--- config.mk ---
export PLATFORM = sky130hd
export DESIGN_NAME = fetch_stage2
export DESIGN_NICKNAME = d
export VERILOG_FILES = /design/src/rtl/fetch_stage2.sv
export SDC_FILE = /design/constraint.sdc
export NUM_CORES = 2
export LEC_CHECK = 0
export ABC_AREA = 0
export BUFFER_PORTS_ARGS = -buffer_cell sky130_fd_sc_hd__clkbuf_2
export CORE_AREA = 2 2 321 323
export DETAILED_ROUTE_END_ITERATION = 12
export DIE_AREA = 0 0 323 325
export HOLD_SLACK_MARGIN = 0.12
export PLACE_DENSITY_LB_ADDON = 0.2
export SYNTH_ARGS = -nofsm -noshare
export SYNTH_HDL_FRONTEND = slang
export SYNTH_SLANG_ARGS = --single-unit
--- constraint.sdc ---
create_clock -name clk -period 11.7 [get_ports clk]
set_input_delay 0 -clock clk [delete_from_list [all_inputs] [get_ports clk]]
set_output_delay 0 -clock clk [all_outputs]
set_load 0.05 [all_outputs]
--- src/rtl/fetch_stage2.sv ---
// fetch_stage2
//   Second fetch stage. Registers the 4-slot bundle from FetchStage1,
//   predecodes every slot, and resolves direct-control targets one cycle
//   after fetch. When this stage's view of the next PC disagrees with the
//   one FetchStage1 predicted, it raises an ID redirect, plus RAS push and
//   restore hints. It also forwards the bundle to decode with slots past the
//   redirect slot masked off.
//
// Ports
//   clk, reset            : clock, async active-low reset
//   stall_i, flush_i      : downstream stall (hold), EX flush (kill)
//   fs1Ready_i, pc_i,
//   instructionBundle_i,
//   btbHit_i, prediction_i,
//   targetAddr{0..3}_i    : FetchStage1 bundle and its per-slot predictions
//   flagRecoverID_o,
//   targetAddrID_o        : redirect FetchStage1 to the expected next PC
//   flagCallID_o,
//   callPCID_o            : call missed in BTB, push return address
//   flagRtrID_o           : return missed in BTB, restore RAS checkpoint
//   fs2Valid_o, pc_o,
//   instructionBundle_o,
//   slotMask_o, nextPC_o  : registered bundle to decode

// Per-slot predecode: classifies one instruction and produces its expected
// successor plus the two "taken" views (actual and FS1-predicted).
module fetch_stage2_slot #(
    parameter int SIZE_PC = 32,
    parameter int INST_W  = 64
) (
    input  logic [SIZE_PC-1:0] i_pc,
    input  logic [INST_W-1:0]  i_instr,
    input  logic               i_btb_hit,
    input  logic               i_pred,
    input  logic [SIZE_PC-1:0] i_fs1_tgt,
    output logic               o_actual,
    output logic               o_fs1_take,
    output logic               o_call,
    output logic               o_ret,
    output logic [SIZE_PC-1:0] o_exp_tgt
);
    localparam logic [7:0] OP_J    = 8'h01;
    localparam logic [7:0] OP_JAL  = 8'h02;
    localparam logic [7:0] OP_JR   = 8'h03;
    localparam logic [7:0] OP_JALR = 8'h04;
    localparam logic [7:0] OP_RET  = 8'h05;

    logic [7:0]         w_op;
    logic               w_jmp;
    logic               w_ind;
    logic               w_br;
    logic [SIZE_PC-1:0] w_jmp_tgt;
    logic [SIZE_PC-1:0] w_br_tgt;
    logic               w_unused;

    assign w_op  = i_instr[INST_W-1 -: 8];
    assign w_jmp = (w_op == OP_J) || (w_op == OP_JAL);
    assign w_ind = (w_op == OP_JR) || (w_op == OP_JALR);
    assign w_br  = (w_op[7:3] == 5'b00010);          // 0x10..0x17
    assign o_ret = (w_op == OP_RET);
    assign o_call = (w_op == OP_JAL) || (w_op == OP_JALR);

    assign w_jmp_tgt = {i_pc[SIZE_PC-1:29], i_instr[25:0], 3'b000};
    assign w_br_tgt  = i_pc + SIZE_PC'(8)
                     + {{(SIZE_PC-19){i_instr[15]}}, i_instr[15:0], 3'b000};

    // Direct jumps and RET always redirect; indirect jumps only when the BTB
    // supplied a target; branches only when predicted taken.
    assign o_actual = w_jmp || o_ret || (w_ind && i_btb_hit)
                   || (w_br && i_btb_hit && i_pred);

    // FS1 follows any BTB hit that is not a not-taken branch, including
    // aliased hits on non-control slots.
    assign o_fs1_take = i_btb_hit && (i_pred || !w_br);

    // RET/JR/JALR trust the FS1 (RAS-substituted) target.
    assign o_exp_tgt = w_jmp ? w_jmp_tgt :
                       w_br  ? w_br_tgt  : i_fs1_tgt;

    assign w_unused = ^i_instr[INST_W-9:26];
endmodule

module fetch_stage2 #(
    parameter int SIZE_PC = 32,
    parameter int INST_W  = 64
) (
    input  logic                  clk,
    input  logic                  reset,
    input  logic                  stall_i,
    input  logic                  flush_i,
    input  logic                  fs1Ready_i,
    input  logic [SIZE_PC-1:0]    pc_i,
    input  logic [4*INST_W-1:0]   instructionBundle_i,
    input  logic [3:0]            btbHit_i,
    input  logic [3:0]            prediction_i,
    input  logic [SIZE_PC-1:0]    targetAddr0_i,
    input  logic [SIZE_PC-1:0]    targetAddr1_i,
    input  logic [SIZE_PC-1:0]    targetAddr2_i,
    input  logic [SIZE_PC-1:0]    targetAddr3_i,
    output logic                  flagRecoverID_o,
    output logic [SIZE_PC-1:0]    targetAddrID_o,
    output logic                  flagCallID_o,
    output logic [SIZE_PC-1:0]    callPCID_o,
    output logic                  flagRtrID_o,
    output logic                  fs2Valid_o,
    output logic [SIZE_PC-1:0]    pc_o,
    output logic [4*INST_W-1:0]   instructionBundle_o,
    output logic [3:0]            slotMask_o,
    output logic [SIZE_PC-1:0]    nextPC_o
);
    localparam int NUM_SLOTS = 4;
    localparam logic [SIZE_PC-1:0] BUNDLE_BYTES = SIZE_PC'(8 * NUM_SLOTS);

    typedef struct packed {
        logic [SIZE_PC-1:0]                  pc;
        logic [NUM_SLOTS-1:0][INST_W-1:0]    bundle;
        logic [NUM_SLOTS-1:0]                btb_hit;
        logic [NUM_SLOTS-1:0]                pred;
        logic [NUM_SLOTS-1:0][SIZE_PC-1:0]   tgt;
    } stage_t;

    logic   r_valid;
    stage_t r_stage;
    stage_t w_stage_in;

    logic [NUM_SLOTS-1:0]              w_actual;
    logic [NUM_SLOTS-1:0]              w_fs1_take;
    logic [NUM_SLOTS-1:0]              w_call;
    logic [NUM_SLOTS-1:0]              w_ret;
    logic [NUM_SLOTS-1:0][SIZE_PC-1:0] w_exp_tgt;
    logic [NUM_SLOTS-1:0][SIZE_PC-1:0] w_slot_pc;

    logic               w_s_found;
    logic [1:0]         w_s;
    logic               w_f_found;
    logic [1:0]         w_f;
    logic [SIZE_PC-1:0] w_seq_pc;
    logic [SIZE_PC-1:0] w_exp_pc;
    logic [SIZE_PC-1:0] w_fs1_pc;
    logic               w_redirect;
    logic               w_gate;

    assign w_stage_in.pc      = pc_i;
    assign w_stage_in.bundle  = instructionBundle_i;
    assign w_stage_in.btb_hit = btbHit_i;
    assign w_stage_in.pred    = prediction_i;
    assign w_stage_in.tgt     = {targetAddr3_i, targetAddr2_i,
                                 targetAddr1_i, targetAddr0_i};

    // Flush kills valid even while stalled. On a load, the FS1 bundle that
    // arrives alongside our own redirect is wrong-path and is dropped.
    always_ff @(posedge clk or negedge reset) begin
        if (!reset) begin
            r_valid <= 1'b0;
            r_stage <= '0;
        end else if (flush_i) begin
            r_valid <= 1'b0;
        end else if (!stall_i) begin
            r_valid <= fs1Ready_i && !w_redirect;
            r_stage <= w_stage_in;
        end
    end

    genvar k;
    generate
        for (k = 0; k < NUM_SLOTS; k++) begin : g_slot
            assign w_slot_pc[k] = r_stage.pc + SIZE_PC'(8 * k);
            fetch_stage2_slot #(
                .SIZE_PC (SIZE_PC),
                .INST_W  (INST_W)
            ) u_slot (
                .i_pc       (w_slot_pc[k]),
                .i_instr    (r_stage.bundle[k]),
                .i_btb_hit  (r_stage.btb_hit[k]),
                .i_pred     (r_stage.pred[k]),
                .i_fs1_tgt  (r_stage.tgt[k]),
                .o_actual   (w_actual[k]),
                .o_fs1_take (w_fs1_take[k]),
                .o_call     (w_call[k]),
                .o_ret      (w_ret[k]),
                .o_exp_tgt  (w_exp_tgt[k])
            );
        end
    endgenerate

    // Lowest-slot priority encoders for the actual (s) and FS1 (f) redirect
    // slots; scanning downward lets the lowest hit win.
    always_comb begin
        w_s_found = 1'b0;
        w_s       = 2'd0;
        w_f_found = 1'b0;
        w_f       = 2'd0;
        for (int i = NUM_SLOTS - 1; i >= 0; i--) begin
            if (w_actual[i]) begin
                w_s_found = 1'b1;
                w_s       = 2'(i);
            end
            if (w_fs1_take[i]) begin
                w_f_found = 1'b1;
                w_f       = 2'(i);
            end
        end
    end

    assign w_seq_pc = r_stage.pc + BUNDLE_BYTES;
    assign w_exp_pc = w_s_found ? w_exp_tgt[w_s]      : w_seq_pc;
    assign w_fs1_pc = w_f_found ? r_stage.tgt[w_f]    : w_seq_pc;

    // Redirect if target or the ending slot differ; a matching target from a
    // different slot still means FS1 masked the bundle wrongly.
    assign w_redirect = r_valid
                     && ((w_exp_pc != w_fs1_pc)
                      || (w_s_found != w_f_found)
                      || (w_s_found && (w_s != w_f)));

    // While stalled the redirect is withheld and re-evaluated from the held
    // register on release, so FS1 sees it exactly once. Flush overrides.
    assign w_gate = !stall_i && !flush_i;

    assign flagRecoverID_o = w_redirect && w_gate;
    assign flagCallID_o    = flagRecoverID_o && w_s_found
                          && w_call[w_s] && !r_stage.btb_hit[w_s];
    assign flagRtrID_o     = flagRecoverID_o && w_s_found
                          && w_ret[w_s] && !r_stage.btb_hit[w_s];

    // Address outputs are zeroed when the register is empty so an idle
    // stage drives all-zero outputs.
    assign targetAddrID_o = r_valid ? w_exp_pc : '0;
    assign nextPC_o       = r_valid ? w_exp_pc : '0;
    assign callPCID_o     = (r_valid && w_s_found)
                          ? w_slot_pc[w_s] + SIZE_PC'(8) : '0;

    always_comb begin
        slotMask_o = 4'b0000;
        if (r_valid) begin
            if (!w_s_found) begin
                slotMask_o = 4'b1111;
            end else begin
                case (w_s)
                    2'd0:    slotMask_o = 4'b0001;
                    2'd1:    slotMask_o = 4'b0011;
                    2'd2:    slotMask_o = 4'b0111;
                    default: slotMask_o = 4'b1111;
                endcase
            end
        end
    end

    assign fs2Valid_o          = r_valid;
    assign pc_o                = r_stage.pc;
    assign instructionBundle_o = r_stage.bundle;
endmodule

==> impl_metrics.tcl <==
set metrics [dict create \
    status "finished clean" \
    end_kind "output pin" \
    ctsLongestPathBuffers 3 \
    postPlaceCellArea_um2 38800 \
    num_io_pins 821 \
    area_delta_synth_final_pct 41.0 \
    clkSinkCount 425 \
    synth_xor_area_share_pct 6.20 \
    wl_um 198000 \
    cp_data_required_time_ns 11.70 \
    reg2regPathDepth 22 \
    grt_pass1_wl_um 276000 \
    synth_seq_area_share_pct 31.8 \
    ir_worst_vdd_uv 139 \
    synth-main-ff-cell "dfrtp_1" \
    drive_above_1_share_pct 28.5 \
    clock_latency_ns 0.70 \
    slew_headroom_pct 10.8 \
    synth_area_leaders "dfrtp_1, mux2_2, ha_1, nand2_1, xnor2_1" \
    syn_nets 4348 \
    r2r_slack_ns 2.61 \
    post_synth_num_cell_types 100 \
    startpoint "pc_o[5]" \
    synth-edff-count 0 \
    critPathLaunchType "flop" \
    grt_overflow_total 0 \
    grt_setup_unrepaired "no" \
    via_per_inst 5.83 \
    maxCapViolCount 0 \
    nets 5677 \
    cts_tree "built" \
    io_buffers 820 \
    crit_path_end "flagRecoverID_o" \
    maxSlewViolCount 0 \
    drc 0 \
    dieArea_um2 105000 \
    synth_top_area_cell "dfrtp_1" \
    criticalPathCategory "flop to output pin" \
    synth_area_um2 33500 \
    setup_viol 0 \
    grt_usage_pct 36.5 \
    synthCells 3716 \
    cts.clk_slew.worst_paths_ns 0.06 \
    place_hpwl_um 151000 \
    initial_core_util_pct 33.0 \
    vias 37711 \
    fin_skew_ns 0.0596 \
    synth_top_family_by_area "compound AO/OA/AOI/OAI gates" \
    wl_per_cell_um 30.6 \
    r2r-start "pc_o[5]" \
    hold_violations 0 \
    synth_adder_area_share_pct 7.68 \
    fin_crit_sh_pct 79.5 \
    dr.pass1.iters 7 \
    nFillCells 9692 \
    coreArea_um2 101000 \
    leakagePower_uw 0.0207 \
    rows 117 \
    die_width_um 323 \
    initialDrtViolationCount 3565 \
    finalInstanceArea_um2 47200 \
    ys_warn_count 0 \
    synthSimpleGateAreaFrac_pct 15.9 \
    postRouteAntennaNets 0 \
    cts_buffers 51 \
    yosys.area.top_type_share_pct 31.8 \
    worstMarginPinSlew_ns 1.33 \
    cp_max_fo 13 \
    fin_crit_ns 9.30 \
    power_density_nw_per_um2 165 \
    synthMuxAreaShare_pct 15.3 \
    antenna_found_initial 13 \
    root_buffer "clkbuf_16" \
    place_congestion 1.05 \
    synth_compound_area_share_pct 18.8 \
    grt_max_degree 167 \
    cp.arrival_ns 9.30 \
    die-height_um 325 \
    grt_pass1_vias 37225 \
    synthArstFlopShare_pct 100 \
    worstHoldPathType "input port to flop" \
    maxClockFrequency_mhz 107 \
    fin_tns_setup_ns 0 \
    synth-seq-cells 425 \
    r2r-end "fs2Valid_o" \
    cts_max_level 2 \
    syn_area_per_cell_um2 9.00 \
]
==> worst min path at each step <==
| stage | start | end | cells after the start |
|---|---|---|---|
| global placement | reset | instructionBundle_o[78] | 1 |
| floorplan | reset | fs2Valid_o | 0 |
| finish | targetAddr2_i[1] | r_stage[65] | 3 |
| global route | targetAddr2_i[3] | r_stage[67] | 3 |
| detailed placement | reset | instructionBundle_o[13] | 1 |
| CTS | instructionBundle_i[194] | instructionBundle_o[194] | 3 |
==> state kept, by name (all words and copies together) (netlist names) <==
register / count
fs2Valid_o: 1
r_stage: 136
pc_o: 32
instructionBundle_o: 256
==> metal layers <==
layer	GRT usage, %	up-vias	share of wire, %	routed length, um
met4	20.3	10	6.5	12900
met5	0	-	0.034	68
met2	58.8	2119	46	90400
li1	-	16492	-	-
met3	9.24	453	9.2	18300
met1	44.2	18637	38	76000
==> synthesized netlist by cell type, types with 57 or more instances <==
library cell,n
a21oi_1,214
clkbuf_1,208
dfrtp_1,425
ha_1,199
mux2_2,412
nand2_1,330
nand3_1,105
nand4_1,57
nor2_1,280
nor3_1,103
o21ai_0,189
xnor2_1,128
xor2_1,109
==> worst max-delay path: stages, from the launching register on <==
cell and delay, ns:
dfrtp_1 0.71, ha_1 0.45, nand3_1 0.26, nor2_1 0.65, and4_1 0.44, nand2_1 0.10
xnor2_1 0.57, ha_1 0.36, ha_1 0.46, a21oi_1 0.27, a21boi_1 0.35, o221ai_1 0.23
a211oi_1 0.61, nor2_1 0.15, o21a_1 0.20, o31a_1 0.33, a32o_1 0.25, nor4_1 0.56
o2111ai_1 0.19, nor4_1 0.36, nand4_1 0.51, and3_1 0.37, clkbuf_2 0.24
==> kinds of logic (layout without fill, tap and decap cells) <==
| group | count (synthesis) | count (layout) |
|---|---|---|
| muxes | 460 | 460 |
| adders and majority gates | 203 | 203 |
| other | 0 | 8 |
| buffers and inverters | 341 | 1712 |
| AOI/OAI and AO/OA | 937 | 937 |
| and+or+nand+nor | 1113 | 1113 |
| xor gates and xnor gates | 237 | 237 |
| DFF | 425 | 425 |
==> per-stage QoR <==
stage                     total power [uW]  instances  util (%)  hold WS [ns]  setup slack [ns]
after CTS                             7680       6455      46.5         0.120              2.79
final                                 7780       6463      46.6         0.123              2.40
after global routing                  8090       6459      46.6         0.125              1.86
after floorplan                       4420       3716         -        -0.296              4.82
after global placement                5800       5702      38.3        0.0509              3.64
after detailed placement              5790       5702      38.3        0.0477              3.52
==> cell type report <==
| class | count | area [um2] | area share [%] |
|---|---|---|---|
| repair buffers | 1558 | 11400 | 24.1 |
| multi-input cells | 2950 | 21500 | 45.5 |
| clock buffers | 66 | 1420 | 3.02 |
| well taps | 1368 | 1710 | 3.63 |
| clock inverters | 29 | 327 | 0.692 |
| inverters | 59 | 221 | 0.469 |
| diodes | 8 | 20.0 | 0.0424 |
| flip-flops and latches | 425 | 10600 | 22.5 |
==> power breakdown <==
group | internal, uW | leakage (uW) | total [uW] | switching [uW]
combinational | 1350 | 0.0148 | 4010 | 2670
sequential | 1680 | 0.00500 | 2070 | 388
clock | 975 | 0.000869 | 1690 | 718
==> cells in the final DEF (no fill, tap or decap), types with 10 or more instances in the layout <==
cell / n
a211o_1: 14
o21a_1: 23
dfrtp_1: 425
nand2_1: 329
and2_1: 29
o211ai_1: 43
o31ai_1: 19
and4_1: 14
nor4_1: 38
ha_1: 199
mux2i_1: 48
a21oi_1: 213
buf_4: 77
clkinv_2: 16
o2111ai_1: 17
o22ai_1: 48
or4_1: 10
nand2b_1: 23
inv_1: 56
xnor2_1: 128
o221ai_1: 21
mux2_2: 412
nand3_1: 105
a22oi_1: 24
clkbuf_16: 52
a31oi_1: 42
or3_1: 30
nor2_1: 276
a211oi_1: 51
a21o_1: 42
nor3_1: 103
xor2_1: 109
a221oi_1: 22
clkbuf_2: 819
and3_1: 43
nor2b_1: 17
dlygate4sd3_1: 657
o21ai_0: 188
nand4_1: 57
a32oi_1: 10
==> timing repair <==
item | in CTS | in global routing
setup buffers | 0 | 0
setup endpoints to repair | 0 | 0
hold buffers | 658 | 0
gates resized for setup | 0 | 0
hold endpoints to repair | 570 | 0
No activity file was read; power rests on OpenSTA's default activity.
